--- src/rtl/lif_pkg.sv ---
`default_nettype none
// +----------------------------------------------------------------------+
// | Module      : lif_pkg                                                |
// | Description : Shared types, widths and saturating add for the LIF    |
// |               neuron core and the synapse table feeding it.          |
// | Revision    : 1.0 - initial release                                  |
// +----------------------------------------------------------------------+
package lif_pkg;

   // Default widths, shared with the synapse weight table.
   localparam int LIF_WEIGHT_W = 8;
   localparam int LIF_POT_W    = 16;

   typedef enum logic [1:0] {
      INTEG  = 2'd0,
      FIRE   = 2'd1,
      REFRAC = 2'd2
   } lif_state_t;

   // Signed add clamped to the range of an i_width-bit two's complement value.
   // Operands must already lie inside a 32-bit range; i_width must be <= 32.
   function automatic logic signed [31:0] sat_add(
      input logic signed [31:0] i_a,
      input logic signed [31:0] i_b,
      input int                 i_width
   );
      logic signed [32:0] w_sum;
      logic signed [32:0] w_hi;
      logic signed [32:0] w_lo;
      w_sum = 33'(i_a) + 33'(i_b);
      w_hi  = (33'sd1 <<< (i_width - 1)) - 33'sd1;
      w_lo  = -w_hi - 33'sd1;
      if (w_sum > w_hi) begin
         w_sum = w_hi;
      end else if (w_sum < w_lo) begin
         w_sum = w_lo;
      end
      return w_sum[31:0];
   endfunction

endpackage
`default_nettype wire

--- src/rtl/lif_neuron_if.sv ---
`default_nettype none
// +----------------------------------------------------------------------+
// | Module      : lif_neuron_if                                          |
// | Description : Weight handshake, kill and spike/status bundle of the  |
// |               LIF neuron core. master = upstream driver, slave =     |
// |               neuron core.                                           |
// | Revision    : 1.0 - initial release                                  |
// +----------------------------------------------------------------------+
interface lif_neuron_if
   import lif_pkg::*;
#(
   parameter int WEIGHT_W = LIF_WEIGHT_W,
   parameter int POT_W    = LIF_POT_W
) ();

   logic                       kill;
   logic                       w_valid;
   logic                       w_ready;
   logic signed [WEIGHT_W-1:0] w_data;
   logic                       spike_out;
   logic [7:0]                 spike_id;
   logic signed [POT_W-1:0]    potential;
   logic [7:0]                 dropped_cnt;

   modport master (
      output kill, w_valid, w_data,
      input  w_ready, spike_out, spike_id, potential, dropped_cnt
   );

   modport slave (
      input  kill, w_valid, w_data,
      output w_ready, spike_out, spike_id, potential, dropped_cnt
   );

endinterface
`default_nettype wire

--- src/rtl/lif_leak_unit.sv ---
`default_nettype none
// +----------------------------------------------------------------------+
// | Module      : lif_leak_unit                                          |
// | Description : Leak period counter plus shift-subtract. o_leaked is   |
// |               i_pot - (i_pot >>> LEAK_SHIFT); o_tick marks the cycle |
// |               in which the leaked value should be used. i_clear      |
// |               holds the counter at 0 (outside integration / kill).   |
// | Revision    : 1.0 - initial release                                  |
// +----------------------------------------------------------------------+
module lif_leak_unit #(
   parameter int POT_W       = 16,
   parameter int LEAK_SHIFT  = 4,
   parameter int LEAK_PERIOD = 16
) (
   input  wire logic                    clk,
   input  wire logic                    rst,
   input  wire logic                    i_clear,
   input  wire logic signed [POT_W-1:0] i_pot,
   output logic signed [POT_W-1:0]      o_leaked,
   output logic                         o_tick
);

   localparam int                 c_CNT_W = (LEAK_PERIOD > 1) ? $clog2(LEAK_PERIOD) : 1;
   localparam logic [c_CNT_W-1:0] c_LAST  = c_CNT_W'(LEAK_PERIOD - 1);

   logic [c_CNT_W-1:0] r_cnt;

   // Free-running 0..LEAK_PERIOD-1 counter, parked at 0 while cleared.
   always_ff @(posedge clk or negedge rst) begin
      if (!rst) begin
         r_cnt <= '0;
      end else if (i_clear || (r_cnt == c_LAST)) begin
         r_cnt <= '0;
      end else begin
         r_cnt <= r_cnt + 1'b1;
      end
   end

   assign o_tick   = !i_clear && (r_cnt == c_LAST);
   // Arithmetic shift: negative potentials decay toward zero, never past it.
   assign o_leaked = i_pot - (i_pot >>> LEAK_SHIFT);

endmodule
`default_nettype wire

--- src/rtl/lif_neuron.sv ---
`default_nettype none
// +----------------------------------------------------------------------+
// | Module      : lif_neuron                                             |
// | Description : Leaky integrate-and-fire neuron core. Integrates one   |
// |               signed weight per handshake into a saturating membrane |
// |               potential, fires a one-cycle tagged spike at threshold |
// |               and then drops input for a refractory period.          |
// |               Build option LIF_LEAK_EN: compiles in the periodic     |
// |               leak (lif_leak_unit); otherwise pure integrate-fire.   |
// | Revision    : 1.0 - initial release                                  |
// +----------------------------------------------------------------------+
module lif_neuron
   import lif_pkg::*;
#(
   parameter int         WEIGHT_W      = LIF_WEIGHT_W,
   parameter int         POT_W         = LIF_POT_W,
   parameter int         THRESHOLD     = 1000,
   parameter int         LEAK_SHIFT    = 4,
   parameter int         LEAK_PERIOD   = 16,
   parameter int         REFRAC_CYCLES = 8,
   parameter logic [7:0] NEURON_ID     = 8'd0
) (
   input wire logic    clk,
   input wire logic    rst,
   lif_neuron_if.slave lif_bus
);

   localparam int                      c_RC_W    = $clog2(REFRAC_CYCLES + 1);
   localparam logic [c_RC_W-1:0]       c_RC_LOAD = c_RC_W'(REFRAC_CYCLES - 1);
   localparam logic signed [POT_W-1:0] c_THRESH  = POT_W'(THRESHOLD);

   // Elaboration-time parameter range checks.
   if ((THRESHOLD < 1) || (THRESHOLD > (2 ** (POT_W - 1)) - 1)) begin : g_bad_threshold
      $error("lif_neuron: THRESHOLD out of range");
   end
   if (REFRAC_CYCLES < 1) begin : g_bad_refrac
      $error("lif_neuron: REFRAC_CYCLES must be >= 1");
   end
   if ((LEAK_PERIOD < 1) || (LEAK_SHIFT < 0) || (LEAK_SHIFT >= POT_W)) begin : g_bad_leak
      $error("lif_neuron: leak parameters out of range");
   end

   lif_state_t              r_state;
   lif_state_t              w_state_nxt;
   logic signed [POT_W-1:0] r_pot;
   logic signed [POT_W-1:0] w_pot_nxt;
   logic signed [POT_W-1:0] w_pot_base;
   logic signed [POT_W-1:0] w_leaked;
   logic signed [POT_W-1:0] w_sum;
   logic [c_RC_W-1:0]       r_refrac;
   logic [c_RC_W-1:0]       w_refrac_nxt;
   logic [7:0]              r_dropped;
   logic [7:0]              w_dropped_nxt;
   logic                    w_tick;
   logic                    w_accept;

`ifdef LIF_LEAK_EN
   logic w_leak_clear;

   // Leak period restarts whenever integration is (re)entered.
   assign w_leak_clear = lif_bus.kill || (r_state != INTEG);

   lif_leak_unit #(
      .POT_W       (POT_W),
      .LEAK_SHIFT  (LEAK_SHIFT),
      .LEAK_PERIOD (LEAK_PERIOD)
   ) u_leak (
      .clk      (clk),
      .rst      (rst),
      .i_clear  (w_leak_clear),
      .i_pot    (r_pot),
      .o_leaked (w_leaked),
      .o_tick   (w_tick)
   );
`else
   assign w_leaked = r_pot;
   assign w_tick   = 1'b0;
`endif

   assign lif_bus.w_ready = !lif_bus.kill && (r_state != FIRE);
   assign w_accept        = lif_bus.w_valid && lif_bus.w_ready;
   // A leak due this cycle is applied before the incoming weight is added.
   assign w_pot_base      = w_tick ? w_leaked : r_pot;
   assign w_sum           = POT_W'(sat_add(32'(w_pot_base), 32'(lif_bus.w_data), POT_W));

   // State, potential and counters; asynchronous active-low reset.
   always_ff @(posedge clk or negedge rst) begin
      if (!rst) begin
         r_state   <= INTEG;
         r_pot     <= '0;
         r_refrac  <= '0;
         r_dropped <= '0;
      end else begin
         r_state   <= w_state_nxt;
         r_pot     <= w_pot_nxt;
         r_refrac  <= w_refrac_nxt;
         r_dropped <= w_dropped_nxt;
      end
   end

   // Next-state, next-potential and spike outputs; kill overrides everything.
   always_comb begin
      w_state_nxt         = r_state;
      w_pot_nxt           = r_pot;
      w_refrac_nxt        = r_refrac;
      w_dropped_nxt       = r_dropped;
      lif_bus.spike_out   = (r_state == FIRE);
      lif_bus.spike_id    = (r_state == FIRE) ? NEURON_ID : 8'd0;
      lif_bus.potential   = r_pot;
      lif_bus.dropped_cnt = r_dropped;

      if (lif_bus.kill) begin
         w_state_nxt   = INTEG;
         w_pot_nxt     = '0;
         w_refrac_nxt  = '0;
         w_dropped_nxt = '0;
      end else begin
         case (r_state)
            INTEG: begin
               w_pot_nxt = w_accept ? w_sum : w_pot_base;
               if (w_accept && (w_sum >= c_THRESH)) begin
                  w_state_nxt = FIRE;
               end
            end
            FIRE: begin
               w_pot_nxt    = '0;
               w_refrac_nxt = c_RC_LOAD;
               w_state_nxt  = REFRAC;
            end
            REFRAC: begin
               w_pot_nxt = '0;
               if (w_accept && (r_dropped != 8'hFF)) begin
                  w_dropped_nxt = r_dropped + 8'd1;
               end
               if (r_refrac == '0) begin
                  w_state_nxt = INTEG;
               end else begin
                  w_refrac_nxt = r_refrac - 1'b1;
               end
            end
            default: begin
               w_state_nxt = INTEG;
               w_pot_nxt   = '0;
            end
         endcase
      end
   end

endmodule
`default_nettype wire

--- src/flat_wrapper.sv ---
// flat-port wrapper written by rule: the top's interface ports become plain ports
module lif_neuron_flat import lif_pkg::*;
#(
   parameter int         WEIGHT_W      = LIF_WEIGHT_W,
   parameter int         POT_W         = LIF_POT_W,
   parameter int         THRESHOLD     = 1000,
   parameter int         LEAK_SHIFT    = 4,
   parameter int         LEAK_PERIOD   = 16,
   parameter int         REFRAC_CYCLES = 8,
   parameter logic [7:0] NEURON_ID     = 8'd0
)
  (clk, rst, lif_bus_kill, lif_bus_w_valid, lif_bus_w_data, lif_bus_w_ready, lif_bus_spike_out, lif_bus_spike_id, lif_bus_potential, lif_bus_dropped_cnt);
  lif_neuron_if #(.WEIGHT_W(WEIGHT_W), .POT_W(POT_W)) lif_bus_i ();
  input wire logic clk;
  input wire logic rst;
  input wire logic [$bits(lif_bus_i.kill)-1:0] lif_bus_kill;
  input wire logic [$bits(lif_bus_i.w_valid)-1:0] lif_bus_w_valid;
  input wire logic [$bits(lif_bus_i.w_data)-1:0] lif_bus_w_data;
  output wire logic [$bits(lif_bus_i.w_ready)-1:0] lif_bus_w_ready;
  output wire logic [$bits(lif_bus_i.spike_out)-1:0] lif_bus_spike_out;
  output wire logic [$bits(lif_bus_i.spike_id)-1:0] lif_bus_spike_id;
  output wire logic [$bits(lif_bus_i.potential)-1:0] lif_bus_potential;
  output wire logic [$bits(lif_bus_i.dropped_cnt)-1:0] lif_bus_dropped_cnt;
  assign lif_bus_i.kill = lif_bus_kill;
  assign lif_bus_i.w_valid = lif_bus_w_valid;
  assign lif_bus_i.w_data = lif_bus_w_data;
  assign lif_bus_w_ready = lif_bus_i.w_ready;
  assign lif_bus_spike_out = lif_bus_i.spike_out;
  assign lif_bus_spike_id = lif_bus_i.spike_id;
  assign lif_bus_potential = lif_bus_i.potential;
  assign lif_bus_dropped_cnt = lif_bus_i.dropped_cnt;
  lif_neuron #(.WEIGHT_W(WEIGHT_W), .POT_W(POT_W), .THRESHOLD(THRESHOLD), .LEAK_SHIFT(LEAK_SHIFT), .LEAK_PERIOD(LEAK_PERIOD), .REFRAC_CYCLES(REFRAC_CYCLES), .NEURON_ID(NEURON_ID)) u_core (.clk(clk), .rst(rst), .lif_bus(lif_bus_i));
endmodule
--- config.mk ---
export PLATFORM = sky130hd
export DESIGN_NAME = lif_neuron_flat
export DESIGN_NICKNAME = d
export VERILOG_FILES = /design/src/rtl/lif_pkg.sv /design/src/rtl/lif_neuron_if.sv /design/src/rtl/lif_leak_unit.sv /design/src/rtl/lif_neuron.sv /design/src/flat_wrapper.sv
export SDC_FILE = /design/constraint.sdc
export NUM_CORES = 1
export LEC_CHECK = 0
export ABC_AREA = 1
export CORE_MARGIN = 2
export CORE_UTILIZATION = 45
export CTS_CLUSTER_DIAMETER = 30
export DETAILED_ROUTE_END_ITERATION = 8
export PLACE_DENSITY = 0.7
export SYNTH_ARGS = -nofsm -noshare
export SYNTH_HDL_FRONTEND = slang
export SYNTH_SLANG_ARGS = --single-unit
--- constraint.sdc ---
create_clock -name clk -period 3.15 [get_ports clk]
set_clock_uncertainty 0.15 [all_clocks]
set_input_delay 0.63 -clock clk [delete_from_list [all_inputs] [get_ports clk]]
set_output_delay 0.63 -clock clk [all_outputs]
set_load 0.02 [all_outputs]
Word-level counts from Yosys, hierarchy flattened
Cells that the tools add are included.

Flip-flop bits (word level): 30. Input port bits: 12. Output and inout port bits: 34. Word-level logic and storage cells: 46.

Add/subtract/negate cells: 3. Magnitude comparators: 3. Equal/unequal tests: 8. Mux-type cells: 15. Reduce and logical (&&, ||, !) cells: 13.

Operators with widths (count): 2-to-1 mux 16 bit (5); 2-to-1 mux 8 bit (3); adder 16 x 8 -> 17 bit (1); greater-than comparator 17 x 16 -> 1 bit, second input constant (1); less-than comparator 17 x 16 -> 1 bit, second input constant (1); >= comparator 16 x 11 -> 1 bit, second input constant (1); inequality test 3 x 2 -> 1 bit, second input constant (3); adder 8 x 1 -> 8 bit, second input constant (1); 2-to-1 mux 4 bit (2); inequality test 8 bit, second input constant (1); one-hot mux 4 bit (2 select lines) (1); 2-to-1 mux 2 bit (3); one-hot mux 2 bit (3 select lines) (1); AND reduction 2 bit (3); logical AND 1 bit (4); logical NOT 4 bit (1); nonzero test 2 bit (2); subtractor 4 x 1 -> 4 bit, second input constant (1); inequality test 3 bit, second input constant (1); nonzero test 3 bit (1); equality test 2 x 1 -> 1 bit, second input constant (1); equality test 2 bit, second input constant (1); logical NOT 2 bit (1); inequality test 2 x 1 -> 1 bit, second input constant (1); logical NOT 1 bit (1).

Longest topological paths before layout
Gate-level depths: netlist (run 1).

Word-level depth: 9. Mapped depth: 21.

Worst setup path before layout (run 1)
Ideal clock, no wire load.

Path kind: input to register. Start point: in lif_bus_w_data[0]. End point: reg u_core.r_state[0]. Setup time: 0.115 ns. Data arrival time: 2.374 ns. Slack: 0.511 ns. Stages on the path: 20. Buffers on the path: 1. Cells stage by stage: ha_1 > inv_1 > fa_1 > inv_1 > nand2_1 > nand2_1 > nand3b_1 > nand2_2 > nand2_2 > nand2_2 > nand2_1 > nand2_2 > nand2_4 > buf_6 > a21oi_2 > nand2_1 > nor2_2 > nand2_1 > nand4_1 > inv_1.

Word-level cells in the longest chain between the ends: 8.

RTL lines: start: declaration (RTL line flat_wrapper.sv:18) `input wire logic [$bits(lif_bus_i.w_data)-1:0] lif_bus_w_data;`; adder 16 x 8 -> 17 bit (*) (RTL line lif_pkg.sv:30) `w_sum = 33'(i_a) + 33'(i_b);`; less-than comparator 17 x 16 -> 1 bit (RTL line lif_pkg.sv:35) `end else if (w_sum < w_lo) begin`; 2-to-1 mux 16 bit (RTL line lif_pkg.sv:35); 2-to-1 mux 16 bit (*) (RTL line lif_pkg.sv:33) `if (w_sum > w_hi) begin`; >= comparator 16 x 11 -> 1 bit (*) (RTL line lif_neuron.sv:121) `if (w_accept && (w_sum >= c_THRESH)) begin`; logical AND 1 bit (*) (RTL line lif_neuron.sv:121); inequality test 3 x 2 -> 1 bit (no source line) (*); AND reduction 2 bit (no source line) (*); end signal: assignment (RTL line lif_neuron.sv:94) `r_state <= w_state_nxt;`; end: declaration (RTL line lif_neuron.sv:43) `lif_state_t r_state;`.

Every way passes the cells marked *; elsewhere a longest branch is shown, timed or not. A chain may end at the register's enable or synchronous reset.

Final worst setup path (run 1)
Start point: in lif_bus_w_data[7]. End point: reg u_core.r_pot[10], in the netlist u_core.lif_bus.potential[10].

Word-level cells in the longest chain between the ends: 7.

RTL lines: adder 16 x 8 -> 17 bit (*) (RTL line lif_pkg.sv:30); less-than comparator 17 x 16 -> 1 bit (RTL line lif_pkg.sv:35); 2-to-1 mux 16 bit (RTL line lif_pkg.sv:35); 2-to-1 mux 16 bit (*) (RTL line lif_pkg.sv:33); 2-to-1 mux 16 bit (*) (RTL line lif_neuron.sv:120) `w_pot_nxt = w_accept ? w_sum : w_pot_base;`; 2-to-1 mux 16 bit (*) (RTL line lif_neuron.sv:118) `case (r_state)`; 2-to-1 mux 16 bit (*) (RTL line lif_neuron.sv:112) `if (lif_bus.kill) begin`; end signal: assignment (RTL line lif_neuron.sv:95) `r_pot <= w_pot_nxt;`; end: declaration (RTL line lif_neuron.sv:45) `logic signed [POT_W-1:0] r_pot;`.

Every way passes the cells marked *; elsewhere a longest branch is shown, timed or not. The select of a mux whose other input is x is not followed.

==> results of run 1 <==
## flip-flops by register name, indices dropped and copies added, names as in the netlist
signal,flops
u_core.lif_bus.potential,16
u_core.lif_bus.dropped_cnt,8
u_core.r_refrac,4
u_core.r_state,2
## per-stage QoR
stage / worst slack (ps) / instances / util / power (mW)
global placement: -77.4 / 515 / 0.590 / 2.28
finish: 125 / 528 / 0.638 / 2.98
CTS: 152 / 523 / 0.616 / 2.79
floorplan: 511 / 378 / - / 1.58
global route: -18.2 / 528 / 0.638 / 3.20
detailed placement: -138 / 515 / 0.590 / 2.28
## cells in the final DEF (no fill, tap or decap), types with 2 or more instances in the layout
master | netlist | final
nand4_1 | 2 | 2
bufinv_16 | 0 | 2
inv_2 | 3 | 5
clkbuf_8 | 0 | 6
ha_2 | 0 | 2
nor3_2 | 2 | 3
a21oi_2 | 4 | 5
dfrtp_1 | 30 | 30
ha_1 | 18 | 16
buf_4 | 8 | 44
inv_1 | 49 | 47
xor2_1 | 8 | 8
clkinv_1 | 2 | 2
a21oi_1 | 23 | 20
a221oi_1 | 2 | 2
clkdlybuf4s50_1 | 0 | 36
nand2_2 | 12 | 14
or2_2 | 2 | 2
a21oi_4 | 0 | 2
o21ai_0 | 18 | 17
nand3_1 | 30 | 30
nand2_4 | 2 | 2
nor2_1 | 22 | 22
conb_1 | 1 | 8
nor3_1 | 5 | 4
nand2_1 | 109 | 106
xnor2_1 | 2 | 2
## logic make-up (layout without fill, tap and decap cells)
kind of cell             Yosys count  in the layout  synth area share
AND/OR/NAND/NOR                  190            190             0.330
buffers and inverters             67            145             0.119
XOR/XNOR                          10             10            0.0346
AO/OA/AOI/OAI                     54             54             0.122
adder cells (fa/ha/maj)           19             19            0.0968
flip-flops                        30             30             0.296
other                              1              8           0.00148
## power groups by stage
stage / clock [mW] / combinational [mW] / sequential, mW
after CTS: 0.499 / 1.74 / 0.547
after floorplan: 0 / 0.959 / 0.622
after global routing: 0.517 / 2.12 / 0.559
final: 0.496 / 1.94 / 0.547
after detailed placement: 0 / 1.73 / 0.551
after global placement: 0 / 1.72 / 0.555
## cell type report
class,instances,area [µm²]
Fill cell,486,1980
Multi-Input combinational cell,281,1580
Sequential cell,30,751
Timing Repair Buffer,82,714
Inverter,55,209
Tap cell,72,90.1
Clock buffer,6,82.6
Clock inverter,2,60.1
## worst max-delay path by stage
stage / start / to / slack, ps
floorplan: lif_bus_w_data[0] / u_core.r_state[0]$_DFFE_PN0P_ / 510
global placement: lif_bus_w_data[0] / u_core.r_state[0]$_DFFE_PN0P_ / -80
detailed placement: lif_bus_w_data[0] / u_core.r_state[0]$_DFFE_PN0P_ / -140
CTS: lif_bus_w_data[0] / u_core.r_state[0]$_DFFE_PN0P_ / 150
global route: lif_bus_w_data[7] / u_core.r_state[0]$_DFFE_PN0P_ / -20
finish: lif_bus_w_data[7] / u_core.lif_bus.potential[10]$_DFFE_PN0P_ / 130
## timing repair
action                     4_1_cts  5_1_grt
hold buffers                     0        0
setup endpoints to repair        0        1
resized for setup                0       22
buffers inserted                 0        5
## layer usage
layer  track usage  up-vias  part of all wire
li1              -     1345                 -
met1         0.276     1202              0.45
met3        0.0409       15             0.038
met2         0.378       69              0.49
met4        0.0759        0             0.024
met5             0        -                 0
==> flow_metrics.py, run 1 <==
metrics = {
    "die": {
        "design.die.area_mm2": 0.00625,
        "die_h_um": 79.0,
        "pin_count": 46,
        "core_area_mm2": 0.00547,
        "initial_core_util": 0.463,
        "dieWidth_um": 79.0,
        "rows": 27,
    },
    "synthesis": {
        "ys_types": 37,
        "synth.top_cell.area_share": 0.296,
        "synthTopCellsByArea": "dfrtp_1, nand2_1, ha_1, inv_1, nand3_1",
        "ys.flop_type": "dfrtp_1",
        "seq_area_frac_synth": 0.296,
        "async_flop_share": 1.00,
        "ys_top_cells_by_count": "nand2_1, inv_1, dfrtp_1, nand3_1, a21oi_1",
        "synth_most_common_cell": "nand2_1",
        "netlist_instances": 371,
        "synth_top_cell_by_area": "dfrtp_1",
        "synth_seq_cells": 30,
        "synth_edf_count": 0,
        "yosys_warnings": 0,
        "syn-cell-area_mm2": 0.00253,
        "syn_area_per_cell_um2": 6.83,
    },
    "power_and_ir_drop": {
        "seqPwrFrac": 0.183,
        "p_comb_frac": 0.650,
        "clkPwrFrac": 0.166,
        "ir_worst_vdd_mv": 0.541,
        "p_switching_mw": 1.29,
        "p_leak_nw": 1.88,
        "internal_power_mw": 1.69,
        "power_density_mw_per_mm2": 854,
        "switching_share": 0.433,
    },
    "clocking": {
        "cts-root-buf": "clkbuf_8",
        "cts.sinks": 30,
        "htreeDepth": 2,
        "cts_inserted_buffers": 5,
        "path_clk_slew_ps": 70,
        "cts_max_path_buffers": 2,
        "clkLatencyLatePin_ps": 280,
        "cts_tree": "built",
    },
    "cells_and_area": {
        "fin_area_mm2": 0.00349,
        "drive_gt1_frac": 0.204,
        "nets": 486,
        "syn2layout_area_growth_pct": 37.8,
        "insertedDiodeCount": 0,
    },
    "setup_path": {
        "critical_path_arrival_ps": 3070,
        "cp_max_fo": 4,
        "critPathRequiredTime_ps": 3200,
        "worstSetupPathType": "in2reg",
        "crit_chain": "clkdlybuf4s50_1 -> buf_4 -> ha_1 -> nand2_1 -> inv_1 -> a21oi_1 -> nand2_2 -> buf_4 -> a21oi_1 -> xnor2_1 -> a21oi_4 -> buf_4 -> buf_4 -> o21ai_0",
        "cpPeakStageDelay_ps": 410,
        "endpoint_kind": "flip-flop",
        "path_delay_family": "buffers and inverters",
        "rr_worst_depth": 18,
        "r2r_end": "u_core.lif_bus.potential[0]$_DFFE_PN0P_",
        "cpMaxStageDelayCell": "clkdlybuf4s50_1",
        "path_buf_inv": 6,
        "cp-start-kind": "primary input",
        "cpMostUsedCell": "buf_4",
        "r2r-start": "u_core.lif_bus.potential[0]$_DFFE_PN0P_",
        "path_depth": 14,
        "r2r_slack_ps": 480,
    },
    "sta": {
        "tightest_slew_ps": 514,
        "fin_crit_ps": 3020,
        "hold_slack_ps": 345,
        "fmax_mhz": 331,
        "period_share": 0.960,
        "hold_violations": 0,
        "max_slew_margin": 0.656,
        "finalSetupViolations": 0,
        "finalSetupTns_ps": 0,
        "drv_slew": 0,
    },
    "min_path": {
        "holdPathStages": 1,
        "whs_endpoint": "u_core.r_refrac[2]$_DFFE_PN0P_",
        "hp-start": "u_core.r_refrac[2]$_DFFE_PN0P_",
        "hp-class": "reg2reg",
    },
    "global_route": {
        "grt_antenna_before_repair": 0,
        "grt_pass1_vias": 2408,
        "grt_usage": 0.220,
        "grt_pass1_wl_um": 11000,
        "grt_max_degree": 31,
        "globalRouteOverflowTotal": 0,
    },
    "routing": {
        "num_vias": 2631,
        "avgViaCountPerCell": 4.98,
        "drc": 0,
        "ant_nets": 0,
        "wl_per_cell_um": 12.8,
        "routed_wl_um": 6770,
        "drtIter0Drc": 73,
        "first_pass_iters": 4,
    },
    "placement": {
        "hpwl_um": 5060,
        "port-buffer-count": 37,
        "placed_area_mm2": 0.00323,
        "place.gp.congestion": 0.867,
    },
    "run_status": {
        "status": "complete, no violations",
    },
    "run": {
        "drv_cap": 0,
    },
}
Note: power is estimated with default switching activity, not from simulation.
==> run 2, diff against run 1 <==
CORE_MARGIN = 3   (was 2)
==> flow_metrics.py, run 2 (synthesis results as in run 1) <==
metrics = {
    "routing": {
        "routed_wl_um": 6790,
        "ant_nets": 0,
        "num_vias": 2648,
        "avgViaCountPerCell": 5.03,
        "first_pass_iters": 4,
        "drc": 0,
        "wl_per_cell_um": 12.9,
        "drtIter0Drc": 116,
    },
    "global_route": {
        "grt_antenna_before_repair": 0,
        "grt_busiest_layer": "met2",
        "grt_pass1_vias": 2460,
        "grt.met1_usage": 0.264,
        "grt_max_degree": 31,
        "grt_pass1_wl_um": 11100,
        "grt_usage": 0.216,
        "use_met2": 0.380,
        "grt_use_met3": 0.0432,
        "globalRouteOverflowTotal": 0,
    },
    "run_status": {
        "status": "complete, no violations",
    },
    "run": {
        "drv_cap": 0,
    },
    "setup_path": {
        "critPathRequiredTime_ps": 3160,
        "startpoint": "lif_bus_w_data[0]",
        "r2r-start": "u_core.lif_bus.potential[0]$_DFFE_PN0P_",
        "critical_path_arrival_ps": 3090,
        "cp_max_fo": 7,
        "worstSetupPathType": "in2reg",
        "endpoint_kind": "flip-flop",
        "rr_worst_depth": 18,
        "cp-start-kind": "primary input",
    },
    "sta": {
        "period_share": 0.979,
        "fmax_mhz": 324,
        "rsz0062_at_grt": "true",
        "finalSetupViolations": 0,
        "drv_slew": 0,
        "hold_violations": 0,
        "fin_crit_ps": 3080,
        "hold_slack_ps": 360,
    },
    "die": {
        "die_h_um": 81.0,
        "dieWidth_um": 81.0,
        "initial_core_util": 0.481,
        "core_area_mm2": 0.00527,
        "rows": 26,
        "pin_count": 46,
        "design.die.area_mm2": 0.00657,
    },
    "placement": {
        "place.gp.congestion": 0.952,
        "hpwl_um": 5160,
        "placed_area_mm2": 0.00323,
        "port-buffer-count": 37,
    },
    "clocking": {
        "cts-root-buf": "clkbuf_8",
        "cts.sinks": 30,
        "htreeDepth": 2,
        "cts_max_path_buffers": 2,
        "path_clk_slew_ps": 70,
        "cts_tree": "built",
        "cts_inserted_buffers": 5,
        "ctsHoldBuffers": 0,
        "clkLatencyLatePin_ps": 280,
    },
    "min_path": {
        "hp-start": "u_core.r_refrac[2]$_DFFE_PN0P_",
        "holdPathStages": 1,
        "hp-class": "reg2reg",
    },
    "cells_and_area": {
        "drive_gt1_frac": 0.195,
        "largest_reg_flops": 16,
        "nets": 486,
        "syn2layout_area_growth_pct": 36.7,
        "fin_area_mm2": 0.00346,
        "final_cell_mix": "nand2_1, inv_1, buf_4",
        "mostFrequentLayoutCell": "nand2_1",
        "insertedDiodeCount": 0,
    },
    "power_and_ir_drop": {
        "p_leak_nw": 1.87,
        "power_density_mw_per_mm2": 853,
        "ir_worst_vdd_mv": 0.581,
    },
}
[run 2: cell types whose count changed in the layout (fill, tap and decap cells not counted)]
cell,delta
inv_1,+2
inv_2,-2
a31oi_1,+1
a31oi_4,-1
clkdlybuf4s50_1,+1
dlymetal6s2s_1,-1
fa_1,+1
fa_2,-1
ha_2,-1
ha_4,+1
nand2_2,+1
nand2_8,-1
o21ai_0,-1
o21ai_1,+1
[run 2: cell type report]
cell class                      instances  area, µm²
Clock buffer                            6       82.6
Clock inverter                          2       60.1
Sequential cell                        30        751
Fill cell                             476       1810
Timing Repair Buffer                   82        712
Tap cell                               70       87.6
Inverter                               55        209
Multi-Input combinational cell        281       1560
[run 2: worst paths after layout]
kind	endpoint	slack (ps)
setup / recovery	u_core.lif_bus.potential[2]$_DFFE_PN0P_	70
setup reg to reg	u_core.lif_bus.potential[2]$_DFFE_PN0P_	490
hold / removal	u_core.r_refrac[2]$_DFFE_PN0P_	360
max in group asynchronous	u_core.r_refrac[2]$_DFFE_PN0P_	1970
hold reg to reg	u_core.r_refrac[2]$_DFFE_PN0P_	360
min in group asynchronous	u_core.lif_bus.dropped_cnt[4]$_DFFE_PN0P_	590
[run 2: what timing repair did]
| action | CTS | global route |
|---|---|---|
| setup buffers | 0 | 5 |
| endpoints found under the setup margin | 0 | 2 |
| resized for setup | 0 | 16 |
[run 2: worst max-delay path: stages]
cell and delay, ps:
clkdlybuf4s50_1 470, ha_2 190, inv_1 50, fa_1 350, inv_1 80, nand2_2 70, nand2_1 60, nand3b_1 90
nand2_2 100, nand2_2 70, nand2_2 70, nand2_1 60, nand2_2 100, nand2_4 90, buf_6 150, buf_4 130
buf_4 130, a31oi_1 140, o21ai_1 80
[run 2: report_power, final]
part	total, mW	switching [mW]	leakage, nW	internal, mW
registers	0.550	0.0780	0.403	0.472
logic	1.91	1.05	1.39	0.863
clock network	0.498	0.160	0.0714	0.338
[run 2: metal layers]
metal / part of all wire / up-vias / wire length [µm]
met3: 0.050 / 13 / 341
met4: 0.017 / 0 / 114
met1: 0.44 / 1222 / 2980
met5: 0 / - / 0
li1: - / 1353 / -
met2: 0.49 / 60 / 3350
[run 2: metrics by stage]
stage / utilization / worst slack (ps) / power, mW / instances / TNS, ps
final: 0.657 / 66.2 / 2.96 / 526 / 0
after global routing: 0.657 / -89.1 / 3.19 / 526 / -232
after CTS: 0.639 / 171 / 2.81 / 521 / 0
after detailed placement: 0.612 / -113 / 2.29 / 513 / -233
after global placement: 0.612 / -115 / 2.28 / 513 / -218
after floorplan: - / 511 / 1.58 / 378 / 0
==> run 3, diff against run 2 <==
ABC_AREA = 0   (was 1)
MAX_ROUTING_LAYER = met4   (was not set)
SKIP_LAST_GASP = 1   (was not set)
==> flow_metrics.py, run 3 <==
metrics = {
    "sta": {
        "tightest_slew_ps": 510,
        "finalSetupTns_ps": 0,
        "rsz0062_at_grt": "true",
        "fin_crit_ps": 3090,
        "hold_violations": 0,
        "period_share": 0.982,
        "finalSetupViolations": 0,
        "max_slew_margin": 0.656,
        "drv_slew": 0,
        "hold_slack_ps": 426,
        "fmax_mhz": 323,
    },
    "clocking": {
        "cts_inserted_buffers": 5,
        "cts_tree": "built",
        "post-cts-setup-buffers": 0,
        "path_clk_slew_ps": 70,
        "cts_max_path_buffers": 2,
        "clkLatencyLatePin_ps": 280,
        "cts-root-buf": "clkbuf_8",
        "htreeDepth": 2,
        "cts.sinks": 30,
    },
    "global_route": {
        "grt_usage": 0.220,
        "grt_max_degree": 31,
        "grt_pass1_vias": 2482,
        "grt_antenna_before_repair": 0,
        "globalRouteOverflowTotal": 0,
        "grt_pass1_wl_um": 11200,
    },
    "power_and_ir_drop": {
        "internal_power_mw": 1.17,
        "switching_share": 0.404,
        "p_comb_frac": 0.602,
        "seqPwrFrac": 0.247,
        "clkPwrFrac": 0.150,
        "p_switching_mw": 0.793,
        "power_density_mw_per_mm2": 549,
        "p_leak_nw": 1.64,
        "ir_worst_vdd_mv": 0.354,
    },
    "min_path": {
        "hp-start": "u_core.lif_bus.potential[5]$_DFFE_PN0P_",
        "hp-class": "reg2reg",
        "whs_endpoint": "u_core.lif_bus.potential[5]$_DFFE_PN0P_",
        "holdPathStages": 2,
    },
    "setup_path": {
        "rr_worst_depth": 11,
        "r2r-start": "u_core.lif_bus.potential[2]$_DFFE_PN0P_",
        "cp_max_fo": 7,
        "r2r_end": "u_core.lif_bus.potential[4]$_DFFE_PN0P_",
        "critical_path_arrival_ps": 3140,
        "startpoint": "lif_bus_w_data[2]",
        "worstSetupPathType": "in2reg",
        "cp-start-kind": "primary input",
        "endpoint_kind": "flip-flop",
        "r2r_slack_ps": 390,
        "critPathRequiredTime_ps": 3200,
    },
    "run": {
        "drv_cap": 0,
    },
    "run_status": {
        "status": "complete, no violations",
    },
    "synthesis": {
        "async_flop_share": 1.00,
        "netlist_instances": 303,
        "synth_top_cell_by_area": "dfrtp_1",
        "ys_top_cells_by_count": "nor2_1, dfrtp_1, a21oi_1",
        "synth_edf_count": 0,
        "yosys_warnings": 0,
        "synthTopCellsByArea": "dfrtp_1, ha_1, nor2_1, a21oi_1, nor3_1",
        "synth_most_common_cell": "nor2_1",
        "syn_area_per_cell_um2": 8.51,
        "seq_area_frac_synth": 0.291,
        "synth_seq_cells": 30,
        "synth.top_cell.area_share": 0.291,
        "syn-cell-area_mm2": 0.00258,
        "ys_types": 63,
        "ys.flop_type": "dfrtp_1",
    },
    "cells_and_area": {
        "final_util": 0.669,
        "nets": 425,
        "drive_gt1_frac": 0.256,
        "fill_cells": 450,
        "final_cell_mix": "buf_4, nor2_1, clkdlybuf4s50_1",
        "fin_area_mm2": 0.00357,
        "syn2layout_area_growth_pct": 38.4,
        "largest_reg_flops": 16,
        "insertedDiodeCount": 0,
        "mostFrequentLayoutCell": "buf_4",
    },
    "routing": {
        "wl_per_cell_um": 14.5,
        "routed_wl_um": 6720,
        "avgViaCountPerCell": 5.39,
        "drc": 0,
        "drtIter0Drc": 128,
        "first_pass_iters": 4,
        "ant_nets": 0,
        "num_vias": 2499,
    },
    "placement": {
        "place.gp.congestion": 0.895,
        "port-buffer-count": 37,
        "placed_area_mm2": 0.00339,
        "hpwl_um": 5090,
    },
    "die": {
        "pin_count": 46,
        "design.die.area_mm2": 0.00667,
        "initial_core_util": 0.483,
        "core_area_mm2": 0.00534,
        "dieWidth_um": 81.7,
        "die_h_um": 81.7,
        "rows": 26,
    },
}
[run 3: worst max-delay path, stage by stage]
cell	delay (ps)
clkdlybuf4s50_1	410
ha_1	310
buf_4	160
o211ai_2	170
o211a_4	230
nor3_2	60
o31a_1	340
buf_4	150
o31ai_4	250
buf_6	170
a21oi_1	50
nor3_1	190
[run 3: metrics by stage]
stage | std cells | total power [mW] | setup WS [ps]
floorplan | 310 | 1.14 | 243
global placement | 457 | 1.58 | -250
detailed placement | 457 | 1.60 | -319
CTS | 464 | 1.90 | -1.12
global route | 464 | 2.10 | -45.5
finish | 464 | 1.96 | 58.0
[run 3: power by group through the flow]
stage	clock (mW)	combinational, mW	sequential, mW
3_5_place_dp	0	1.11	0.492
3_3_place_gp	0	1.09	0.491
4_1_cts	0.302	1.12	0.484
5_1_grt	0.326	1.28	0.493
2_1_floorplan	0	0.620	0.523
6_report	0.295	1.18	0.484
[run 3: repair_timing]
action / 4_1_cts / 5_1_grt
pin swaps: 1 / 12
endpoints found under the setup margin: 13 / 16
resized for setup: 1 / 19
hold buffers: 0 / 0
[run 3: worst max path at each step]
stage | end | cells past startpoint
after global routing | u_core.lif_bus.potential[4]$_DFFE_PN0P_ | 12
after global placement | u_core.lif_bus.potential[7]$_DFFE_PN0P_ | 12
final | u_core.lif_bus.potential[4]$_DFFE_PN0P_ | 12
after CTS | u_core.lif_bus.potential[8]$_DFFE_PN0P_ | 12
after detailed placement | u_core.lif_bus.potential[2]$_DFFE_PN0P_ | 12
after floorplan | u_core.lif_bus.potential[9]$_DFFE_PN0P_ | 11
[run 3: cell families after synthesis]
| group | Yosys count | share of synthesized area |
|---|---|---|
| AOI/OAI and AO/OA | 78 | 0.230 |
| xor gates and xnor gates | 16 | 0.0543 |
| adders and majority gates | 20 | 0.0995 |
| buffers and inverters | 34 | 0.0728 |
| DFF | 30 | 0.291 |
| muxes | 4 | 0.0155 |
| other | 1 | 0.00145 |
| and+or+nand+nor | 120 | 0.235 |
[run 3: final cells by class]
class,count,area [µm²],area share
inverter,10,37.5,0.0105
tap,70,87.6,0.0245
clock buffer,5,68.8,0.0193
multi-input combinational,246,1750,0.490
timing repair buffer,101,865,0.242
clock inverter,2,10.0,0.00280
sequential,30,751,0.210
[run 3: routing by layer]
metal,GRT usage,vias up,share of wire
met5,-,-,0
met4,0.0498,0,0.0024
met3,0.0362,2,0.034
met2,0.363,49,0.48
met1,0.283,1186,0.48
li1,-,1262,-
